<file path="src/rtl/sum_frame_sequencer_pkg.sv">
// rtl/sum_frame_sequencer_pkg.sv - shared types and constants for the sum frame sequencer
package sum_frame_pkg;

  typedef enum logic [2:0] {
    IDLE,
    PREP,
    WAIT_FREE,
    WAIT_ACK,
    WAIT_TX,
    DONE
  } state_t;

  localparam int         FRAME_LEN      = 5;
  localparam logic [7:0] DEFAULT_HEADER = 8'hA5;

endpackage

</file>
<file path="src/rtl/sum_frame_sequencer_if.sv">
// rtl/sum_frame_sequencer_if.sv - start-pulse/busy handshake towards the UART transmitter
interface sum_frame_sequencer_if;

  logic       uart_tx_en;
  logic [7:0] uart_tx_data;
  logic       uart_tx_busy;

  modport master (output uart_tx_en, output uart_tx_data, input uart_tx_busy);
  modport slave  (input uart_tx_en, input uart_tx_data, output uart_tx_busy);

endinterface

</file>
<file path="src/rtl/sum_frame_sequencer_fall_edge_detect.sv">
// rtl/sum_frame_sequencer_fall_edge_detect.sv - falling-edge pulse on an active-low request
module fall_edge_detect (
  input  logic clk,
  input  logic reset,
  input  logic i_sig_n,
  output logic o_fall
);

  logic r_prev;
  logic r_armed;

  // A request held low across reset release must not look like a fresh fall.
  always_ff @(posedge clk) begin
    if (reset) begin
      r_prev  <= 1'b1;
      r_armed <= 1'b0;
    end else begin
      r_prev  <= i_sig_n;
      r_armed <= 1'b1;
    end
  end

  assign o_fall = r_prev & r_armed & ~i_sig_n;

endmodule

</file>
<file path="src/rtl/sum_frame_sequencer.sv">
// rtl/sum_frame_sequencer.sv - operand capture, registered sum and 5-byte frame sequencing into a UART
module sum_frame_sequencer
  import sum_frame_pkg::*;
#(
  parameter int         DATA_W      = 4,
  parameter logic [7:0] HEADER      = DEFAULT_HEADER,
  parameter int         ACK_TIMEOUT = 16
) (
  input  logic                        clk,
  input  logic                        reset,
  sum_frame_sequencer_if.master       uart,
  input  logic                        i_save_a_n,
  input  logic                        i_save_b_n,
  input  logic [DATA_W-1:0]           i_data_input,
  input  logic                        i_send_req,
  output logic [DATA_W-1:0]           o_operand_a,
  output logic [DATA_W-1:0]           o_operand_b,
  output logic [DATA_W:0]             o_sum,
  output logic                        o_frame_busy,
  output logic                        o_frame_done,
  output logic                        o_frame_err
);

  localparam int               CNT_W    = $clog2(ACK_TIMEOUT);
  localparam logic [CNT_W-1:0] ACK_LAST = CNT_W'(ACK_TIMEOUT - 1);
  localparam logic [2:0]       LAST_IDX = 3'(FRAME_LEN - 1);

  state_t             r_state;
  logic [DATA_W-1:0]  r_a;
  logic [DATA_W-1:0]  r_b;
  logic [DATA_W:0]    r_sum;
  logic               r_tx_en;
  logic [7:0]         r_tx_data;
  logic [7:0]         r_chk;
  logic [2:0]         r_idx;
  logic [CNT_W-1:0]   r_ack_cnt;
  logic               r_busy;
  logic               r_done;
  logic               r_err;

  logic               w_fall_a;
  logic               w_fall_b;
  logic [7:0]         w_byte;

  fall_edge_detect u_fall_a (
    .clk     (clk),
    .reset   (reset),
    .i_sig_n (i_save_a_n),
    .o_fall  (w_fall_a)
  );

  fall_edge_detect u_fall_b (
    .clk     (clk),
    .reset   (reset),
    .i_sig_n (i_save_b_n),
    .o_fall  (w_fall_b)
  );

  // Operands are frozen for the whole frame so the bytes stay consistent.
  always_ff @(posedge clk) begin
    if (reset) begin
      r_a   <= '0;
      r_b   <= '0;
      r_sum <= '0;
    end else begin
      if (w_fall_a && !r_busy) r_a <= i_data_input;
      if (w_fall_b && !r_busy) r_b <= i_data_input;
      r_sum <= {1'b0, r_a} + {1'b0, r_b};
    end
  end

  always_comb begin
    w_byte = HEADER;
    case (r_idx)
      3'd0:    w_byte = HEADER;
      3'd1:    w_byte = 8'(r_a);
      3'd2:    w_byte = 8'(r_b);
      3'd3:    w_byte = 8'(r_sum);
      default: w_byte = r_chk;
    endcase
  end

  always_ff @(posedge clk) begin
    if (reset) begin
      r_state   <= IDLE;
      r_tx_en   <= 1'b0;
      r_tx_data <= '0;
      r_chk     <= '0;
      r_idx     <= '0;
      r_ack_cnt <= '0;
      r_busy    <= 1'b0;
      r_done    <= 1'b0;
      r_err     <= 1'b0;
    end else begin
      r_tx_en <= 1'b0;
      r_done  <= 1'b0;
      r_err   <= 1'b0;
      case (r_state)
        IDLE: begin
          if (i_send_req) begin
            r_state <= PREP;
            r_busy  <= 1'b1;
          end
        end
        PREP: begin
          r_chk   <= '0;
          r_idx   <= '0;
          r_state <= WAIT_FREE;
        end
        WAIT_FREE: begin
          if (!uart.uart_tx_busy) begin
            r_tx_data <= w_byte;
            r_tx_en   <= 1'b1;
            r_chk     <= r_chk ^ w_byte;
            r_ack_cnt <= '0;
            r_state   <= WAIT_ACK;
          end
        end
        WAIT_ACK: begin
          if (uart.uart_tx_busy) begin
            r_state <= WAIT_TX;
          end else if (r_ack_cnt == ACK_LAST) begin
            r_err   <= 1'b1;
            r_busy  <= 1'b0;
            r_state <= IDLE;
          end else begin
            r_ack_cnt <= r_ack_cnt + 1'b1;
          end
        end
        WAIT_TX: begin
          if (!uart.uart_tx_busy) begin
            if (r_idx == LAST_IDX) begin
              r_state <= DONE;
            end else begin
              r_idx   <= r_idx + 3'd1;
              r_state <= WAIT_FREE;
            end
          end
        end
        DONE: begin
          r_done  <= 1'b1;
          r_busy  <= 1'b0;
          r_state <= IDLE;
        end
        default: r_state <= IDLE;
      endcase
    end
  end

  assign uart.uart_tx_en   = r_tx_en;
  assign uart.uart_tx_data = r_tx_data;
  assign o_operand_a       = r_a;
  assign o_operand_b       = r_b;
  assign o_sum             = r_sum;
  assign o_frame_busy      = r_busy;
  assign o_frame_done      = r_done;
  assign o_frame_err       = r_err;

endmodule

</file>
<file path="src/flat_wrapper.sv">
// flat-port wrapper written by rule: the top's interface ports become plain ports
module sum_frame_sequencer_flat import sum_frame_pkg::*;
#(
  parameter int         DATA_W      = 4,
  parameter logic [7:0] HEADER      = DEFAULT_HEADER,
  parameter int         ACK_TIMEOUT = 16
)
  (clk, reset, i_save_a_n, i_save_b_n, i_data_input, i_send_req, o_operand_a, o_operand_b, o_sum, o_frame_busy, o_frame_done, o_frame_err, uart_uart_tx_en, uart_uart_tx_data, uart_uart_tx_busy);
  sum_frame_sequencer_if uart_i ();
  input  logic clk;
  input  logic reset;
  input  logic i_save_a_n;
  input  logic i_save_b_n;
  input  logic [DATA_W-1:0] i_data_input;
  input  logic i_send_req;
  output logic [DATA_W-1:0] o_operand_a;
  output logic [DATA_W-1:0] o_operand_b;
  output logic [DATA_W:0] o_sum;
  output logic o_frame_busy;
  output logic o_frame_done;
  output logic o_frame_err;
  output wire logic [$bits(uart_i.uart_tx_en)-1:0] uart_uart_tx_en;
  output wire logic [$bits(uart_i.uart_tx_data)-1:0] uart_uart_tx_data;
  input wire logic [$bits(uart_i.uart_tx_busy)-1:0] uart_uart_tx_busy;
  assign uart_uart_tx_en = uart_i.uart_tx_en;
  assign uart_uart_tx_data = uart_i.uart_tx_data;
  assign uart_i.uart_tx_busy = uart_uart_tx_busy;
  sum_frame_sequencer #(.DATA_W(DATA_W), .HEADER(HEADER), .ACK_TIMEOUT(ACK_TIMEOUT)) u_core (.clk(clk), .reset(reset), .uart(uart_i), .i_save_a_n(i_save_a_n), .i_save_b_n(i_save_b_n), .i_data_input(i_data_input), .i_send_req(i_send_req), .o_operand_a(o_operand_a), .o_operand_b(o_operand_b), .o_sum(o_sum), .o_frame_busy(o_frame_busy), .o_frame_done(o_frame_done), .o_frame_err(o_frame_err));
endmodule
</file>
<file path="config.mk">
export PLATFORM = sky130hd
export DESIGN_NAME = sum_frame_sequencer_flat
export DESIGN_NICKNAME = d
export VERILOG_FILES = /design/src/rtl/sum_frame_sequencer_pkg.sv /design/src/rtl/sum_frame_sequencer_if.sv /design/src/rtl/sum_frame_sequencer_fall_edge_detect.sv /design/src/rtl/sum_frame_sequencer.sv /design/src/flat_wrapper.sv
export SDC_FILE = /design/constraint.sdc
export NUM_CORES = 1
export LEC_CHECK = 0
export ABC_AREA = 1
export ABC_CLOCK_PERIOD_IN_PS = 2200
export CORE_MARGIN = 1.5
export CORE_UTILIZATION = 53
export DETAILED_ROUTE_END_ITERATION = 10
export PLACE_DENSITY = 0.79
export REMOVE_ABC_BUFFERS = 1
export SYNTH_ARGS = -nofsm -noshare
export SYNTH_HDL_FRONTEND = slang
export SYNTH_SLANG_ARGS = --single-unit
</file>
<file path="constraint.sdc">
create_clock -name clk -period 2.2 [get_ports clk]
set_clock_uncertainty 0.1 [all_clocks]
set_input_delay 0.44 -clock clk [delete_from_list [all_inputs] [get_ports clk]]
set_output_delay 0.44 -clock clk [all_outputs]
set_load 0.01 [all_outputs]
</file>
# == After elaboration in Yosys (flattened, before gate mapping) ==
# Index checks and enable logic that the tools add are counted.
# classes
add_sub_neg,3
eq_ne,18
mux,25
bitwise_logic,10
reduce_logical,17
# ops
cell,n
8-bit one-hot mux with 4 select lines,1
3-bit 2-to-1 mux,8
8-bit one-hot mux with 2 select lines,1
3-bit one-hot mux with 5 select lines,1
"3-bit by 2-bit equality test with 1-bit output, second input constant",4
4-bit 2-to-1 mux,3
"2-bit != test, second input constant",6
4-bit AND reduction,3
"3-bit equality test, second input constant",3
8-bit 2-to-1 mux,1
4-bit one-hot mux with 2 select lines,1
8-bit bitwise XOR,1
1-bit 2-to-1 mux,7
"3-bit by 1-bit equality test with 1-bit output, second input constant",2
3-bit zero test,2
3-bit one-hot mux with 2 select lines,1
2-bit nonzero test,3
4-bit by 4-bit adder with 5-bit output,1
1-bit inverter,5
"4-bit by 1-bit adder with 4-bit output, second input constant",1
1-bit AND,4
"4-bit equality test, second input constant",1
2-bit AND reduction,2
"3-bit by 1-bit adder with 3-bit output, second input constant",1
9 further kinds,10
# totals
regBits,46
inputBits,10
output_inout_bits,25
word_cells,88

# == Longest topological paths before layout ==
# Gate-level depths: netlist of the first run.
# depth
word_depth,5
ltp_mapped,11
depth_no_buf,10

# == Hierarchy ==
# A second synthesis of the first run with hierarchy kept.
# unflattened
cells_unflattened,314
area_unflattened_um2,2224.6
# modules_own_cells
module,instances,cells_each,area_per_inst_um2,seq_area_each_um2
sum_frame_sequencer,1,302,2109.5,860.8
fall_edge_detect,2,6,57.6,40.0

# == Least setup slack after synthesis of the first run ==
# No wires, ideal clock.
# synth_timing
path_type,flip-flop to flip-flop
start,reg u_core.r_idx[2]
end,reg u_core.r_chk[2]
setup_ns,0.113
t_arrival_ns,1.423
required_time_ns,1.987
setup_slack_ns,0.565
path_stages_with_launch,10
path_buffers,1
synth_period_minus_slack_ns,1.635
cell_sequence,dfxtp_1 > inv_1 > buf_4 > ha_1 > a21oi_2 > nand3_1 > nand2_1 > nand2_1 > nor2_1 > nor2_1
# synth_via
elab_chain_len,5
elab_cells_between_ends,8
cone_classes,eq/ne (3); mux (3); bitwise (1); reduce/logical (1)
# synth_lines
element,line,rtl
from (decl),sum_frame_sequencer.sv:35,logic [2:0] r_idx;
from (signal assigned),sum_frame_sequencer.sv:135,r_idx <= r_idx + 3'd1;
"3-bit by 2-bit equality test with 1-bit output, or another cell as far along",sum_frame_sequencer.sv:74,case (r_idx)
8-bit one-hot mux with 4 select lines *,sum_frame_sequencer.sv:74,
8-bit bitwise XOR *,sum_frame_sequencer.sv:114,r_chk <= r_chk ^ w_byte;
8-bit 2-to-1 mux *,sum_frame_sequencer.sv:111,if (!uart.uart_tx_busy) begin
8-bit one-hot mux with 2 select lines *,sum_frame_sequencer.sv:98,case (r_state)
to (signal assigned),sum_frame_sequencer.sv:114,
to (decl),sum_frame_sequencer.sv:34,logic [7:0] r_chk;
# Mark *: on every way between the ends. The rest lies on a longest branch, timed or not. The select of a mux whose other input is x is not followed.
# A chain may end at the register's enable or synchronous reset.

# == Worst setup path after layout of the first run ==
# layout_timing
start,reg u_core.r_idx[2]
end,reg u_core.r_chk[5]
# The elaborated chain is that of the path after synthesis.

==> results of run 1 <==
==> synthesized netlist by cell type (all sizes together) <==
cell type,instances
inv,30
nand2,77
dfxtp,46
o21ai,18
fa,1
clkbuf,2
nor4,1
xor2,1
clkinv,2
a21oi,23
a21o,1
a31oi,1
ha,10
nand3,44
buf,4
nor2,49
==> logic make-up (layout without fill, tap and decap cells) <==
family | count (synthesis) | in the layout | share of synthesized area
DFF | 46 | 46 | 0.409
xor gates and xnor gates | 1 | 1 | 0.00389
and+or+nand+nor | 171 | 171 | 0.347
AOI/OAI and AO/OA | 43 | 43 | 0.102
adders and majority gates | 11 | 11 | 0.0644
buffers and inverters | 38 | 76 | 0.0738
==> worst reg2reg max path: stages, from the launching register on <==
cell and delay [ps]:
dfxtp_1 350, inv_1 170, ha_1 340, a21oi_2 340
nand3_1 130, nand2_1 140, nand2_1 60, nand2_1 60
a21oi_1 50
==> path summary, 6_finish.rpt <==
check	to	start	slack [ps]	cells past startpoint
max	u_core.r_chk[5]	u_core.r_idx[2]	350	8
min	u_core.r_chk[6]	u_core.r_chk[6]	340	2
max reg2reg	u_core.r_chk[5]	u_core.r_idx[2]	350	8
min reg2reg	u_core.r_chk[6]	u_core.r_chk[6]	340	2
==> registers in the layout, indices dropped and copies added (netlist names) <==
signal,cells
u_core.r_idx,3
u_core.o_operand_b,4
u_core.o_frame_done,1
u_core.o_sum,5
u_core.uart.uart_tx_en,1
u_core.o_operand_a,4
u_core.u_fall_a.r_prev,1
u_core.uart.uart_tx_data,8
u_core.o_frame_err,1
u_core.r_state,3
u_core.r_ack_cnt,4
u_core.u_fall_b.r_prev,1
u_core.o_frame_busy,1
u_core.r_chk,8
u_core.u_fall_a.r_armed,1
==> cell type report <==
cell class              count  area, sq um
clock buffers               6         72.6
clock inverters             1         7.51
fillers                   364         1340
inverters                  32          123
multi-input cells         226         1170
flip-flops and latches     46          921
well taps                  50         62.6
repair buffers             37          363
==> routing by layer <==
| layer | GRT usage | wire, um |
|---|---|---|
| met1 | 0.280 | 2180 |
| met2 | 0.358 | 2020 |
| met3 | 0.0395 | 204 |
| met4 | 0.0725 | 54 |
| met5 | 0 | 0 |
==> power by group <==
group	switching [mW]	internal (mW)
logic	0.712	0.428
clock network	0.267	0.218
registers	0.124	0.971
==> summary.txt, run 1 <==
Hold path
  • Worst min path class: reg2reg

Logic synthesis
  • Yosys warning total: 0
  • Seq/Total Area, Yosys: 0.409
  • Largest area contributor in the netlist: dfxtp_1
  • Unique masters post-synth: 28
  • Area contributors post-synth: dfxtp_1, nand2_1, nand3_1
  • Synth Instances: 310
  • #FFs+latches synth: 46
  • Share of Yosys cell area claimed by the top area cell type: 0.409
  • Cell Area, Synth: 2250 sq um
  • Synth Area per Inst: 7.27 sq um

Finish
  • Commonest non-fill, non-tap cell in the layout: nand2_1
  • Area grow syn2layout: 20.5%
  • Nets: 369
  • Commonest non-fill, non-tap cells in the layout: nand2_1, nor2_1, dfxtp_1
  • Antenna diodes: 0
  • Fin cells: 398
  • Final Core Density: 0.669
  • Layout cell share with drive strength beyond 1: 0.0862
  • Post-route cell area: 2720 sq um

CTS
  • Post-CTS Setup Bufs: 0
  • CTS resizes: 0
  • Hold Buf Count CTS: 0
  • Num CTS Buffers: 5
  • Clock sinks: 46
  • Clock Tree Buf Depth: 2
  • Clock slew at reported path FFs: 80 ps
  • Clock latency at the later pin of the worst-skew pair: 290 ps
  • H-tree Lvls: 2
  • Root Buffer: clkbuf_8
  • CTS tree: built

Placed design
  • DP HPWL: 3.48 mm
  • Placed cell count: 391
  • Pre-CTS setup slack: 241 ps
  • Post-place instance area: 2640 sq um
  • I/O Buffers: 34
  • GP Congestion: 0.908

Drt
  • Initial DRC count: 144
  • Via density: 5.06
  • Antenna-violating nets left: 0
  • Routed length per placed instance: 11.2 um
  • DR vias: 2,014
  • # DRC: 0
  • TritonRoute pass-1 iters: 4
  • Post-detailed-routing wire length: 4.46 mm

Run status
  • Status: finished, final reports clean

Setup path
  • Worst Path Buf+Inv: 1
  • CP Cell Sequence: inv_1 > ha_1 > a21oi_2 > nand3_1 > nand2_1 > nand2_1 > nand2_1 > a21oi_1
  • Most frequent CP cell: nand2_1
  • Arr. time, crit path: 1930 ps
  • CP Data Required Time: 2280 ps
  • WS Path Type: reg2reg
  • Crit. End Element: flop
  • Startpoint type of the worst setup path: flop
  • Slowest cell on crit path: dfxtp_1
  • CP Max Fanout: 12
  • Top delay family on crit path: compound AO/OA/AOI/OAI gates
  • CP peak stage delay: 350 ps

Floorplanning
  • Die area: 4650 sq um
  • Initial Util: 0.555
  • Ports: 35
  • Row Count: 23
  • Die height: 68.2 um
  • Core area: 4060 sq um
  • Die width: 68.2 um

Pwr
  • Cell leakage power: 1.18 nW
  • Total power: 2.72 mW
  • PD cells: 1000 nW/um^2
  • Peak supply drop: 608 uV

STA
  • Final setup fails: 0
  • Max frequency: 0.541 GHz
  • Minimum clock period: 1850 ps
  • TNS Setup: 0 ps
  • Final worst slack: 351 ps
  • Slew HR: 0.748
  • RSZ-0062 raised after global routing: false
  • Hold slack final: 344 ps
  • Final Hold Fails: 0
  • Max-slew violation count: 0
  • Slew @ Worst Pin: 379 ps
  • Crit share post-route: 0.841

Global route
  • Tot GR Track Use: 0.215
  • Vias in the first global route: 1,770
  • Initial antenna violation count: 0
  • First-pass GRT wire length: 7.67 mm
  • Largest net degree at the start of global routing: 23
  • Total gr overflow: 0

Job
  • MaxCap Viol Count: 0
Note: power is estimated with default switching activity, not from simulation.
==> run 2, diff against run 1 <==
--- a/config.mk
+++ b/config.mk
@@ -6,11 +6,11 @@
 export NUM_CORES = 1
 export LEC_CHECK = 0
 export ABC_AREA = 1
-export ABC_CLOCK_PERIOD_IN_PS = 2200
+export ABC_CLOCK_PERIOD_IN_PS = 1600
 export CORE_MARGIN = 1.5
-export CORE_UTILIZATION = 53
+export CORE_UTILIZATION = 48
 export DETAILED_ROUTE_END_ITERATION = 10
-export PLACE_DENSITY = 0.79
+export PLACE_DENSITY = 0.75
 export REMOVE_ABC_BUFFERS = 1
 export SYNTH_ARGS = -nofsm -noshare
 export SYNTH_HDL_FRONTEND = slang
==> constraint.sdc (replaced) <==
create_clock -name clk -period 1.6 [get_ports clk]
set_clock_uncertainty 0.1 [all_clocks]
set_input_delay 0.32 -clock clk [delete_from_list [all_inputs] [get_ports clk]]
set_output_delay 0.32 -clock clk [all_outputs]
set_load 0.01 [all_outputs]
==> summary.txt, run 2 (synthesis results as in run 1) <==
Global route
  • Initial antenna violation count: 0 (unchanged)
  • First-pass GRT wire length: 8.71 mm (+14%)
  • Total gr overflow: 0 (unchanged)
  • Largest net degree at the start of global routing: 21 (-8.7%)
  • Vias in the first global route: 2,033 (+15%)
  • Tot GR Track Use: 0.213 (-0.00267)

Setup path
  • WS Path Type: reg2reg
  • Crit. End Element: flop
  • Reg2Reg Setup Slack: 40 ps (-320 ps)
  • CP Max Fanout: 5 (-7)
  • Most frequent CP cell: nand2_1
  • CP Cell Sequence: ha_4 > ha_4 > buf_6 > nand2_2 > nand2_1 > nor2_2 > nand2_2 > buf_4 > nand2_1 > nand2_1
  • CP Data Required Time: 1700 ps (-580 ps)
  • Startpoint type of the worst setup path: flop
  • End of the worst register-to-register path: u_core.uart.uart_tx_data[0]
  • Crit Reg-Reg Startpoint: u_core.r_idx[1]
  • Arr. time, crit path: 1670 ps (-260 ps)
  • CP peak stage delay: 380 ps (+30 ps)
  • Slowest cell on crit path: dfxtp_4
  • Cells on worst reg2reg path: 10 (+2)

Floorplanning
  • Ports: 35 (unchanged)
  • Core area: 4440 sq um (+9.5%)
  • Initial Util: 0.507 (-0.0483)
  • Row Count: 24 (+4.3%)
  • Die height: 71.5 um (+4.9%)
  • Die width: 71.5 um (+4.9%)
  • Die area: 5110 sq um (+9.9%)

Finish
  • Layout fillers: 393 (+8.0%)
  • Nets: 394 (+6.8%)
  • Antenna diodes: 0 (unchanged)
  • Layout cell share with drive strength beyond 1: 0.233 (+0.147)
  • Commonest non-fill, non-tap cells in the layout: nand2_1, nor2_1, nand3_1
  • Commonest non-fill, non-tap cell in the layout: nand2_1
  • Area grow syn2layout: 33.9%
  • Post-route cell area: 3020 sq um (+11%)

Job
  • MaxCap Viol Count: 0 (unchanged)

Pwr
  • PD cells: 1450 nW/um^2 (+45%)
  • Peak supply drop: 919 uV (+51%)
  • Cell leakage power: 1.47 nW (+25%)
  • Total power: 4.38 mW (+61%)

Drt
  • Via density: 5.17 (+2.2%)
  • Post-detailed-routing wire length: 5.38 mm (+21%)
  • Initial DRC count: 157 (+9.0%)
  • TritonRoute pass-1 iters: 7 (+3)
  • Routed length per placed instance: 12.7 um (+13%)
  • # DRC: 2 (+2)
  • DR vias: 2,199 (+9.2%)
  • Antenna-violating nets left: 0 (unchanged)

CTS
  • Hold Buf Count CTS: 0 (unchanged)
  • Clock sinks: 46 (unchanged)
  • CTS tree: built
  • Clock Tree Buf Depth: 2 (unchanged)
  • Clock latency at the later pin of the worst-skew pair: 300 ps (about the same)
  • Root Buffer: clkbuf_8
  • Clock slew at reported path FFs: 90 ps (about the same)
  • H-tree Lvls: 2 (unchanged)
  • Num CTS Buffers: 5 (unchanged)

Placed design
  • GP Congestion: 0.844 (-7.0%)
  • DP HPWL: 3.71 mm (+6.7%)
  • I/O Buffers: 34 (unchanged)
  • Post-place instance area: 2820 sq um (+6.9%)

Hold path
  • Worst min path class: reg2reg
  • HP Start: u_core.r_chk[6]
  • Hold Path End: u_core.r_chk[6]
  • Hold Path Depth: 2 (unchanged)

Run status
  • Failing checks: design-rule violations
  • Status: finished, violations left

STA
  • Final Hold Fails: 0 (unchanged)
  • Hold slack final: 364 ps (+20.0 ps)
  • Crit share post-route: 0.978 (+0.138)
  • RSZ-0062 raised after global routing: true
  • Max frequency: 0.639 GHz (+18%)
  • Minimum clock period: 1560 ps (-284 ps)
  • Slew HR: 0.835 (+0.0877)
  • Slew @ Worst Pin: 245 ps (-134 ps)
  • Max-slew violation count: 0 (unchanged)
  • Final setup fails: 0 (unchanged)
## run 2: changes by cell type in the layout (fill, tap and decap cells not counted), sizes merged
cell	previous run	this run
clkdlybuf4s50	34	12
buf	3	28
dlygate4sd2	0	17
dlymetal6s2s	0	5
## run 2: metrics by stage
stage	setup TNS [ps]	utilization	cells	worst slack (ps)
3_3_place_gp	-704	0.634	417	-56.3
2_1_floorplan	0	-	304	3.14
6_report	0	0.679	425	35.1
5_1_grt	-312	0.679	425	-58.8
3_5_place_dp	-944	0.634	417	-78.8
4_1_cts	0	0.651	424	0.479
## run 2: cell type report
| type | count | area, sq um | share of cell area |
|---|---|---|---|
| multi-input combinational | 226 | 1260 | 0.417 |
| sequential | 46 | 940 | 0.311 |
| timing repair buffer | 62 | 553 | 0.183 |
| inverter | 32 | 123 | 0.0406 |
| clock buffer | 6 | 72.6 | 0.0240 |
| tap | 52 | 65.1 | 0.0216 |
| clock inverter | 1 | 7.51 | 0.00249 |
## run 2: metal layers
layer  vias to the layer above  share of wire  track usage
li1                       1127              -            -
met1                       992           0.44        0.278
met2                        67           0.48        0.359
met3                        13          0.055       0.0422
met4                         0          0.017       0.0587
met5                         -              0            0
## run 2: how the worst max path moves through the flow
stage | startpoint | end | slack (ps) | depth (start not counted)
6_report | u_core.r_idx[1] | u_core.uart.uart_tx_data[0] | 40 | 10
5_1_grt | u_core.r_idx[0] | u_core.uart.uart_tx_data[0] | -60 | 10
4_1_cts | u_core.uart.uart_tx_data[4] | uart_uart_tx_data[4] | 0.5 | 1
3_5_place_dp | uart_uart_tx_busy | u_core.r_state[1] | -80 | 8
3_3_place_gp | uart_uart_tx_busy | u_core.uart.uart_tx_data[0] | -60 | 6
2_1_floorplan | u_core.r_idx[2] | u_core.r_chk[2] | 3 | 8
## run 2: critical path, delay by kind of cell, from the launching register on
| kind | cells | cell delay [ps] |
|---|---|---|
| DFF | 1 | 380 |
| buffers and inverters | 2 | 250 |
| adders and majority gates | 2 | 320 |
| and+or+nand+nor | 6 | 420 |
## run 2: power by group
part           switching [mW]  total [mW]  internal (mW)
registers               0.202        1.56           1.36
logic                    1.19        2.13          0.946
clock network           0.384       0.684          0.300
total                    1.77        4.38           2.60
## run 2: repair_timing
| item | in CTS | in global routing |
|---|---|---|
| pin swaps | 1 | 13 |
| cloned | 0 | 0 |
| gates resized for setup | 26 | 37 |
| setup buffers | 0 | 1 |
| setup endpoints to repair | 27 | 27 |
